<file path="src/rtl/uart_rx.sv">
// uart_rx: oversampled asynchronous serial receiver, LSB first, no parity.
// Start bit is qualified at its midpoint; every later bit (data and stop)
// is sampled once at mid-bit, OVERSAMPLE os_ticks after the previous sample.
module uart_rx #(
    parameter int DATA_BITS  = 8,
    parameter int OVERSAMPLE = 16
) (
    input  logic                 clk,
    input  logic                 rst_n,
    input  logic                 os_tick,
    input  logic                 rx_line,
    output logic [DATA_BITS-1:0] data_out,
    output logic                 valid,
    output logic                 frame_err,
    output logic                 busy
);

    localparam int TW = $clog2(OVERSAMPLE);
    localparam int BW = (DATA_BITS > 1) ? $clog2(DATA_BITS) : 1;

    localparam logic [TW-1:0] TICK_MID  = TW'(OVERSAMPLE / 2 - 1);
    localparam logic [TW-1:0] TICK_LAST = TW'(OVERSAMPLE - 1);
    localparam logic [BW-1:0] BIT_LAST  = BW'(DATA_BITS - 1);

    typedef enum logic [2:0] {
        IDLE,
        START,
        DATA,
        STOP,
        WAIT_HIGH
    } state_t;

    state_t                 state;
    logic                   rx_m;
    logic                   rx_s;
    logic [TW-1:0]          tick_cnt;
    logic [BW-1:0]          bit_cnt;
    logic [DATA_BITS-1:0]   shift_reg;

    // Two-flop synchronizer; resets to the idle (high) line level
    always_ff @(posedge clk or negedge rst_n) begin
        if (!rst_n) begin
            rx_m <= 1'b1;
            rx_s <= 1'b1;
        end else begin
            rx_m <= rx_line;
            rx_s <= rx_m;
        end
    end

    // Frame FSM: all timing advances on os_tick; valid/frame_err are one-cycle pulses
    always_ff @(posedge clk or negedge rst_n) begin
        if (!rst_n) begin
            state     <= IDLE;
            tick_cnt  <= '0;
            bit_cnt   <= '0;
            shift_reg <= '0;
            data_out  <= '0;
            valid     <= 1'b0;
            frame_err <= 1'b0;
            busy      <= 1'b0;
        end else begin
            valid     <= 1'b0;
            frame_err <= 1'b0;
            if (os_tick) begin
                case (state)
                    IDLE: begin
                        if (!rx_s) begin
                            state    <= START;
                            tick_cnt <= '0;
                            busy     <= 1'b1;
                        end
                    end
                    START: begin
                        if (tick_cnt == TICK_MID) begin
                            tick_cnt <= '0;
                            bit_cnt  <= '0;
                            if (rx_s) begin
                                // Glitch rather than a real start bit
                                state <= IDLE;
                                busy  <= 1'b0;
                            end else begin
                                state <= DATA;
                            end
                        end else begin
                            tick_cnt <= tick_cnt + 1'b1;
                        end
                    end
                    DATA: begin
                        if (tick_cnt == TICK_LAST) begin
                            tick_cnt  <= '0;
                            shift_reg <= {rx_s, shift_reg[DATA_BITS-1:1]};
                            if (bit_cnt == BIT_LAST) begin
                                state <= STOP;
                            end else begin
                                bit_cnt <= bit_cnt + 1'b1;
                            end
                        end else begin
                            tick_cnt <= tick_cnt + 1'b1;
                        end
                    end
                    STOP: begin
                        if (tick_cnt == TICK_LAST) begin
                            tick_cnt <= '0;
                            busy     <= 1'b0;
                            if (rx_s) begin
                                data_out <= shift_reg;
                                valid    <= 1'b1;
                                state    <= IDLE;
                            end else begin
                                // Broken frame: keep the last good byte, wait for the line to recover
                                frame_err <= 1'b1;
                                state     <= WAIT_HIGH;
                            end
                        end else begin
                            tick_cnt <= tick_cnt + 1'b1;
                        end
                    end
                    WAIT_HIGH: begin
                        if (rx_s) begin
                            state <= IDLE;
                        end
                    end
                    default: begin
                        state <= IDLE;
                        busy  <= 1'b0;
                    end
                endcase
            end
        end
    end

endmodule

</file>
<file path="config.mk">
export PLATFORM = sky130hd
export DESIGN_NAME = uart_rx
export DESIGN_NICKNAME = d
export VERILOG_FILES = /design/src/rtl/uart_rx.sv
export SDC_FILE = /design/constraint.sdc
export NUM_CORES = 1
export LEC_CHECK = 0
export CORE_MARGIN = 2
export CORE_UTILIZATION = 58
export CTS_BUF_LIST = sky130_fd_sc_hd__clkbuf_2 sky130_fd_sc_hd__clkbuf_4 sky130_fd_sc_hd__clkbuf_8
export DETAILED_ROUTE_END_ITERATION = 12
export HOLD_SLACK_MARGIN = 0.12
export PLACE_DENSITY = 0.81
export REMOVE_ABC_BUFFERS = 1
export SLEW_MARGIN = 20
export SYNTH_ARGS = -nofsm -noshare
export SYNTH_HDL_FRONTEND = slang
export SYNTH_SLANG_ARGS = --single-unit
</file>
<file path="constraint.sdc">
create_clock -name clk -period 2.3 [get_ports clk]
set_input_delay 0.46 -clock clk [delete_from_list [all_inputs] [get_ports clk]]
set_output_delay 0.46 -clock clk [all_outputs]
set_load 0.005 [all_outputs]
</file>
-- Word level (Yosys, flattened, before mapping)
Cells that the tools add are included.
- eq/ne operators: 15
- reductions and logical operators: 11
- mux-type cells: 30
- bitwise logic cells: 1
- add/subtract/negate cells: 2
- operator list (operator ; number):
    $mux W3 ; 10
    $ne A2 B2 Y1 const B ; 8
    $pmux W3 S5 ; 1
    $mux W1 ; 12
    $mux W4 ; 3
    $pmux W4 S3 ; 1
    $reduce_and A7 Y1 ; 1
    $eq A3 B2 Y1 const B ; 2
    $eq A3 B3 Y1 const B ; 2
    $pmux W3 S2 ; 1
    $reduce_and A3 Y1 ; 2
    $reduce_and A6 Y1 ; 1
    $reduce_and A5 Y1 ; 1
    $add A4 B1 Y4 const B ; 1
    $eq A4 B3 Y1 const B ; 1
    $eq A4 B4 Y1 const B ; 1
    $pmux W1 S4 ; 1
    $reduce_and A4 Y1 ; 1
    $reduce_or A2 Y1 ; 2
    $add A3 B1 Y3 const B ; 1
    $eq A3 B1 Y1 const B ; 1
    $logic_not A3 Y1 ; 1
    $reduce_bool A3 Y1 ; 1
    $mux W2 ; 1
    other kinds (2) ; 2
- logic and storage cells: 69
- flip-flop bits (word level): 31
- input bits: 4
- output and inout bits: 11

-- Logic depth before layout (Yosys ltp)
Gate-level depths: netlist (run 1).
- depth after elaboration: 4
- gate-level depth with buffers: 5
- depth with buffers taken out: 5

-- Worst setup path after synthesis (run 1)
Ideal clock, no wire load.
- kind: register to register
- start: register rx_s
- end: register data_out[0]
- clock period less this slack: 1.618 ns
- stages on the path, launching flop included: 5
- required time: 2.175 ns
- arrival: 1.493 ns
- library setup time: 0.125 ns
- path buffers: 1
- setup slack: 0.682 ns
- cell sequence: dfstp_2 clkbuf_1 nand2_1 nor3_4 mux2_2
- longest elaborated chain between the ends: 1
- ends and longest elaborated chain (what ; line ; source):
    start, declared ; 35 ; logic rx_s;
    start signal, assigned ; 47 ; rx_s <= rx_m;
    $reduce_and A4 Y1 (no source line) ; n/a ;
    end signal, assigned ; 107 ; data_out <= shift_reg;
    end, declared ; 12 ; output logic [DATA_BITS-1:0] data_out,
No other way between the ends.
A chain may end at the register's enable or synchronous reset.

-- Worst setup path after layout (run 1)
- start: register tick_cnt[0]
- end: register shift_reg[4]
- longest elaborated chain between the ends: 2
- ends and longest elaborated chain (what ; line ; source):
    start, declared ; 36 ; logic [TW-1:0] tick_cnt;
    start signal, assigned ; 86 ; tick_cnt <= tick_cnt + 1'b1;
    start signal, assigned ; 99 ; tick_cnt <= tick_cnt + 1'b1;
    start signal, assigned ; 116 ; tick_cnt <= tick_cnt + 1'b1;
    $eq A4 B4 Y1 ; 90 ; if (tick_cnt == TICK_LAST) begin
    $reduce_and A3 Y1 (no source line) ; n/a ;
    end signal, assigned ; 92 ; shift_reg <= {rx_s, shift_reg[DATA_BITS-1:1]};
    end, declared ; 38 ; logic [DATA_BITS-1:0] shift_reg;
No other way between the ends.

==> results of run 1 <==
critical path, delay by kind of cell, from the launching register on:
family	cells	cell delay [ns]
adder cells (fa/ha/maj)	1	0.32
AND/OR/NAND/NOR	2	0.63
multiplexers	1	0.38
flip-flops	1	0.41
metrics by stage:
step	utilization (%)	worst slack (ns)
3_5_place_dp	67.84	0.2513
3_3_place_gp	67.84	0.2765
5_1_grt	70.80	0.3136
4_1_cts	70.80	0.4203
2_1_floorplan	-	0.6719
6_report	70.80	0.4431
Yosys cell counts, types with 3 or more instances:
master                      number
sky130_fd_sc_hd__inv_1           4
sky130_fd_sc_hd__nor2b_1         6
sky130_fd_sc_hd__dfrtp_1        29
sky130_fd_sc_hd__o2bb2ai_1       4
sky130_fd_sc_hd__nand3_1         3
sky130_fd_sc_hd__nand2_1         5
sky130_fd_sc_hd__buf_2           6
sky130_fd_sc_hd__nand3b_1        3
sky130_fd_sc_hd__ha_1            3
sky130_fd_sc_hd__mux2i_1         3
sky130_fd_sc_hd__mux2_2         18
power breakdown:
part / internal [mW] / switching (mW)
combinational: 0.229 / 0.197
clock: 0.178 / 0.191
sequential: 0.637 / 0.118
cell families (layout without fill, tap and decap cells):
family / after synthesis / in the layout / synth area share [%]
multiplexers: 21 / 21 / 15.60
AND/OR/NAND/NOR: 34 / 34 / 15.77
buffers and inverters: 12 / 31 / 3.775
adder cells (fa/ha/maj): 3 / 3 / 2.517
AO/OA/AOI/OAI: 19 / 19 / 10.15
flip-flops: 31 / 31 / 52.18
path summary, 6_finish.rpt:
kind / start / cells past startpoint / endpoint
setup / recovery: tick_cnt[0]$_DFFE_PN0P_ / 4 / shift_reg[4]$_DFFE_PN0P_
hold / removal: rx_m$_DFF_PN1_ / 0 / rx_s$_DFF_PN1_
setup reg to reg: tick_cnt[0]$_DFFE_PN0P_ / 4 / shift_reg[4]$_DFFE_PN0P_
hold reg to reg: rx_m$_DFF_PN1_ / 0 / rx_s$_DFF_PN1_
max in group asynchronous: rst_n / 2 / rx_m$_DFF_PN1_
min in group asynchronous: rst_n / 2 / tick_cnt[3]$_DFFE_PN0P_
final cells by class:
class                           count  share of cell area, %
Tap cell                           30                  2.160
Multi-Input combinational cell     77                  37.80
Inverter                            4                 0.8639
Timing Repair Buffer               19                  10.22
Sequential cell                    31                  44.78
Clock buffer                        7                  3.744
Clock inverter                      1                 0.4320
layer usage:
| layer | up-vias | wire length (um) | GRT usage, % |
|---|---|---|---|
| li1 | 474 | - | - |
| met1 | 496 | 1147 | 25.49 |
| met2 | 26 | 1269 | 31.94 |
| met3 | 10 | 132 | 5.191 |
| met4 | 0 | 82 | 16.67 |
| met5 | - | 0 | 0 |
==> insert_results.sql, run 1 <==
INSERT INTO impl_metrics (metric_group, metric, value, unit) VALUES
('run_status', 'status', 'finished clean', ''),
('clocking', 'ctsHtreeMaxLevel', '2', ''),
('placed_design', 'port-buffer-count', '14', ''),
('pwr', 'power', '1.550', 'mW'),
('clocking', 'tritoncts_num_sinks', '31', ''),
('timing', 'final_hold_vio_count', '0', ''),
('cells_and_area', 'antenna_cells_inserted', '0', ''),
('floorplanning', 'die_width', '54.71', 'um'),
('cells_and_area', 'postLayoutCellArea', '1738', 'um2'),
('timing', 'finalClockSkew', '0.008643', 'ns'),
('floorplanning', 'die_area', '2993', 'um2'),
('timing', 'period_minus_slack', '1.857', 'ns'),
('critical_path', 'worst_path_most_repeated_cell', 'sky130_fd_sc_hd__and3_1', ''),
('routing', 'vias_per_cell', '5.953', ''),
('clocking', 'cts_setup_buffers', '0', ''),
('timing', 'timing.final.setup_violations', '0', ''),
('cells_and_area', 'multi_input_comb_area', '656.9', 'um2'),
('critical_path', 'worst_ep_arrival_time', '2.08', 'ns'),
('clocking', 'clk_root_buffer_cell', 'sky130_fd_sc_hd__clkbuf_4', ''),
('timing', 'final_max_slew_viol_count', '0', ''),
('global_routing', 'antenna_found_initial', '0', ''),
('yosys', 'post_synth_inst_count', '120', ''),
('critical_path', 'timing.critical_path.to_type', 'flip-flop', ''),
('clocking', 'ctsLongestPathBuffers', '2', ''),
('floorplanning', 'rows', '18', ''),
('cells_and_area', 'num-nets-final', '145', ''),
('routing', 'drtAntennaViolNets', '0', ''),
('yosys', 'synth.top_cells.by_area', 'sky130_fd_sc_hd__dfrtp_1 (49%), sky130_fd_sc_hd__mux2_2 (14%), sky130_fd_sc_hd__dfstp_2 (3.5%)', ''),
('timing', 'min_period_over_period', '80.74', '%'),
('floorplanning', 'die_h', '54.71', 'um'),
('pwr', 'leakagePower', '0.8212', 'nW'),
('global_routing', 'vias_in_the_first_global_route', '960', ''),
('clocking', 'resized_cells_post_cts', '0', ''),
('yosys', 'synth_largest_area_cell', 'sky130_fd_sc_hd__dfrtp_1', ''),
('timing', 'hold-worst-slack', '0.3627', 'ns'),
('clocking', 'clk-insertion-delay-late', '0.34', 'ns'),
('timing', 'tightestPinTransition', '0.4214', 'ns'),
('timing', 'worst_slew_margin_rel', '71.91', '%'),
('yosys', 'yosysWarnings', '0', ''),
('critical_path', 'criticalPathCategory', 'reg -> reg', ''),
('yosys', 'synth_top_area_share', '48.66', '%'),
('routing', 'number_of_detailed_route_iterations_in_the_first_pass', '4', ''),
('critical_path', 'required', '2.53', 'ns'),
('routing', 'remaining_drc_errors', '0', ''),
('routing', 'detail_route.iter0.violations', '22', ''),
('clocking', 'cts-buffers-inserted', '5', ''),
('critical_path', 'crit_path_max_fanout', '8', ''),
('global_routing', 'gr-total-overflow', '0', ''),
('floorplanning', 'core_region_area', '2455', 'um2'),
('cells_and_area', 'leading_cell_type_in_the_layout_fill_and_taps_excluded', 'sky130_fd_sc_hd__dfrtp_1', ''),
('yosys', 'post_synth.cell_area_avg', '12.43', 'um2'),
('cells_and_area', 'finish.cell_count_without_fillers', '169', ''),
('placed_design', 'routabilityCongestion', '0.8245', ''),
('critical_path', 'critPathSlowestCell', 'sky130_fd_sc_hd__dfrtp_1', ''),
('routing', 'avg_wl_per_cell', '15.58', 'um'),
('placed_design', 'placement.cell_area', '1665', 'um2'),
('placed_design', 'numPlacedInstances', '161', ''),
('cells_and_area', 'flow.area_growth_from_synthesis', '16.53', '%'),
('timing', 'tns_setup', '0', 'ns'),
('critical_path', 'reg2reg_slack', '0.44', 'ns'),
('timing', 'fmax', '0.5385', 'GHz'),
('global_routing', 'wire_length_of_the_first_global_routing_pass', '4278', 'um'),
('placed_design', 'post-dp-hpwl', '1837', 'um'),
('critical_path', 'startpoint_type_of_the_worst_setup_path', 'flip-flop', ''),
('clocking', 'ctsHoldBuffers', '0', ''),
('clocking', 'cts_tree', 'built', ''),
('critical_path', 'path_cells', 'ha_1, and3_1, and3_1, mux2_2', ''),
('yosys', 'synth-async-reset-ratio', '100.0', '%'),
('critical_path', 'max_stage_delay', '0.41', 'ns'),
('yosys', 'synth_ff_type', 'sky130_fd_sc_hd__dfrtp_1', ''),
('routing', 'finalWirelength', '2633', 'um');
Power figures use the tool's default switching activity.
==> inputs of run 2 (changes only) <==
CORE_UTILIZATION = 52   (was 58)
PLACE_DENSITY = 0.77   (was 0.81)
clock period = 1.6 ns   (was 2.3 ns; I/O delays follow)
==> insert_results.sql, run 2 (synthesis gave the netlist of run 1 again) <==
INSERT INTO impl_metrics (metric_group, metric, value, unit) VALUES
('run_status', 'status', 'finished clean', ''),
('cells_and_area', 'fillers', '188', ''),
('critical_path', 'path_cells', 'ha_4, ha_4, nor4bb_4, o211ai_2, mux2_2', ''),
('clocking', 'tritoncts_num_sinks', '31', ''),
('floorplanning', 'rows', '19', ''),
('critical_path', 'reg2reg_to', 'bit_cnt[0]$_DFFE_PN0P_', ''),
('timing', 'tightestPinTransition', '0.3638', 'ns'),
('min_path', 'min_path_type', 'in -> async', ''),
('critical_path', 'timing.critical_path.to_type', 'flip-flop', ''),
('placed_design', 'dp_slack', '-0.2693', 'ns'),
('floorplanning', 'io_pins', '15', ''),
('clocking', 'ctsLongestPathBuffers', '2', ''),
('critical_path', 'rr_startpoint', 'bit_cnt[0]$_DFFE_PN0P_', ''),
('global_routing', 'vias_in_the_first_global_route', '1121', ''),
('cells_and_area', 'flow.area_growth_from_synthesis', '31.04', '%'),
('routing', 'number_of_detailed_route_iterations_in_the_first_pass', '4', ''),
('cells_and_area', 'postLayoutCellArea', '1954', 'um2'),
('floorplanning', 'core_region_area', '2734', 'um2'),
('timing', 'worst_slew_margin_rel', '75.43', '%'),
('critical_path', 'max_stage_delay', '0.43', 'ns'),
('placed_design', 'routabilityCongestion', '0.8473', ''),
('clocking', 'cts_tree', 'built', ''),
('pwr', 'power_density', '1360', 'nW/um2'),
('timing', 'min_period_over_period', '97.05', '%'),
('pwr', 'leakagePower', '0.9057', 'nW'),
('placed_design', 'port-buffer-count', '14', ''),
('cells_and_area', 'num-nets-final', '161', ''),
('floorplanning', 'die_h', '57.56', 'um'),
('routing', 'avg_wl_per_cell', '15.52', 'um'),
('global_routing', 'wire_length_of_the_first_global_routing_pass', '5133', 'um'),
('global_routing', 'antenna_found_initial', '0', ''),
('routing', 'vias_per_cell', '5.737', ''),
('global_routing', 'largest_net_degree_at_the_start_of_global_routing', '32', ''),
('timing', 'timing.final.setup_violations', '0', ''),
('placed_design', 'numPlacedInstances', '176', ''),
('routing', 'drtAntennaViolNets', '0', ''),
('routing', 'remaining_drc_errors', '0', ''),
('timing', 'fmax', '0.6440', 'GHz'),
('clocking', 'ctsHoldBuffers', '0', ''),
('floorplanning', 'die_width', '57.56', 'um'),
('timing', 'fin_ws', '0.04714', 'ns'),
('global_routing', 'gr-total-overflow', '0', ''),
('critical_path', 'reg2reg_slack', '0.05', 'ns'),
('cells_and_area', 'drive_gt1_share', '40.65', '%'),
('critical_path', 'startpoint_type_of_the_worst_setup_path', 'flip-flop', ''),
('critical_path', 'worst_path_most_repeated_cell', 'sky130_fd_sc_hd__ha_4', ''),
('clocking', 'cts.reportedPaths.clkPinSlew', '0.10', 'ns'),
('critical_path', 'critPathSlowestCell', 'sky130_fd_sc_hd__dfrtp_1', ''),
('clocking', 'clk-insertion-delay-late', '0.33', 'ns'),
('cells_and_area', 'finish.cell_count_without_fillers', '186', ''),
('floorplanning', 'start_util', '54.55', '%'),
('critical_path', 'reg2reg_depth', '5', ''),
('critical_path', 'required', '1.82', 'ns'),
('global_routing', 'track_usage', '20.40', '%'),
('cells_and_area', 'most-common-layout-cells', 'sky130_fd_sc_hd__dfrtp_1 (26), sky130_fd_sc_hd__mux2_2 (18), sky130_fd_sc_hd__buf_4 (18)', ''),
('placed_design', 'placement.cell_area', '1797', 'um2'),
('cells_and_area', 'antenna_cells_inserted', '0', ''),
('timing', 'finalClockSkew', '0.01228', 'ns'),
('timing', 'final_hold_vio_count', '0', ''),
('clocking', 'cts-buffers-inserted', '5', ''),
('routing', 'finalWirelength', '2887', 'um'),
('placed_design', 'post-dp-hpwl', '2019', 'um'),
('timing', 'period_minus_slack', '1.553', 'ns'),
('critical_path', 'crit_path_max_fanout', '2', ''),
('clocking', 'clk_root_buffer_cell', 'sky130_fd_sc_hd__clkbuf_4', ''),
('critical_path', 'worst_ep_arrival_time', '1.77', 'ns'),
('flow_run', 'cap_violations', '0', ''),
('routing', 'vias', '1067', ''),
('floorplanning', 'die_area', '3313', 'um2'),
('clocking', 'ctsHtreeMaxLevel', '2', ''),
('routing', 'detail_route.iter0.violations', '58', ''),
('pwr', 'ir_drop', '1078', 'uV'),
('timing', 'tns_setup', '0', 'ns'),
('cells_and_area', 'leading_cell_type_in_the_layout_fill_and_taps_excluded', 'sky130_fd_sc_hd__dfrtp_1', ''),
('critical_path', 'criticalPathCategory', 'reg -> reg', ''),
('timing', 'final_max_slew_viol_count', '0', ''),
('timing', 'rsz0062_at_grt', 'yes', '');
==> run 2: changes by cell type in the layout (fill, tap and decap cells not counted), sizes merged <==
cell / before / now
buf: 5 / 21
==> run 2: how the worst max path moves through the flow <==
stage | start | endpoint | slack (ns) | cells after the start
2_1_floorplan | state[1]$_DFFE_PN0P_ | shift_reg[0]$_DFFE_PN0P_ | -0.03 | 3
3_3_place_gp | os_tick | bit_cnt[0]$_DFFE_PN0P_ | -0.25 | 5
3_5_place_dp | os_tick | shift_reg[7]$_DFFE_PN0P_ | -0.27 | 5
4_1_cts | bit_cnt[0]$_DFFE_PN0P_ | bit_cnt[0]$_DFFE_PN0P_ | 0.004 | 5
5_1_grt | bit_cnt[0]$_DFFE_PN0P_ | bit_cnt[2]$_DFFE_PN0P_ | -0.05 | 6
6_report | bit_cnt[0]$_DFFE_PN0P_ | bit_cnt[0]$_DFFE_PN0P_ | 0.05 | 5
==> run 2: area by class of cell <==
type / instances / area, um2 / share of cell area (%)
Timing Repair Buffer: 35 / 326.6 / 16.71
Multi-Input combinational cell: 77 / 719.4 / 36.81
Inverter: 4 / 15.01 / 0.7682
Clock inverter: 1 / 7.507 / 0.3841
Clock buffer: 7 / 65.06 / 3.329
Tap cell: 31 / 38.79 / 1.985
Sequential cell: 31 / 782.0 / 40.01
==> run 2: timing repair <==
item                       in CTS  in global routing
setup buffers                   0                  2
cloned                          0                  0
pin swaps                       3                  4
resized for setup               7                  7
setup endpoints to repair      19                 19
==> run 2: metrics by stage <==
stage	util [%]	hold WS (ns)	power, mW
after floorplan	-	0.02441	1.494
after global routing	71.49	0.3614	2.831
after detailed placement	65.72	0.3476	1.987
after CTS	69.75	0.3422	2.585
final	71.49	0.3308	2.657
after global placement	65.72	0.3457	1.936
==> run 2: power breakdown <==
group          switching (mW)  internal [mW]
clock network           0.269          0.257
registers               0.194          0.931
logic                   0.411          0.596
total                   0.874           1.78
==> run 2: routing by layer <==
metal / vias up / routed length [um] / track usage, %
met1: 526 / 1256 / 26.09
met5: - / 0 / 0
met4: 0 / 51 / 9.635
li1: 508 / - / -
met3: 5 / 119 / 4.308
met2: 28 / 1460 / 33.12
==> run 2: critical path: cells and delay by family, from the launching register on <==
family / cells / cell delay (ns)
compound gates: 1 / 0.12
fa+ha+maj: 2 / 0.35
flops: 1 / 0.43
mux: 1 / 0.28
simple gates: 1 / 0.27
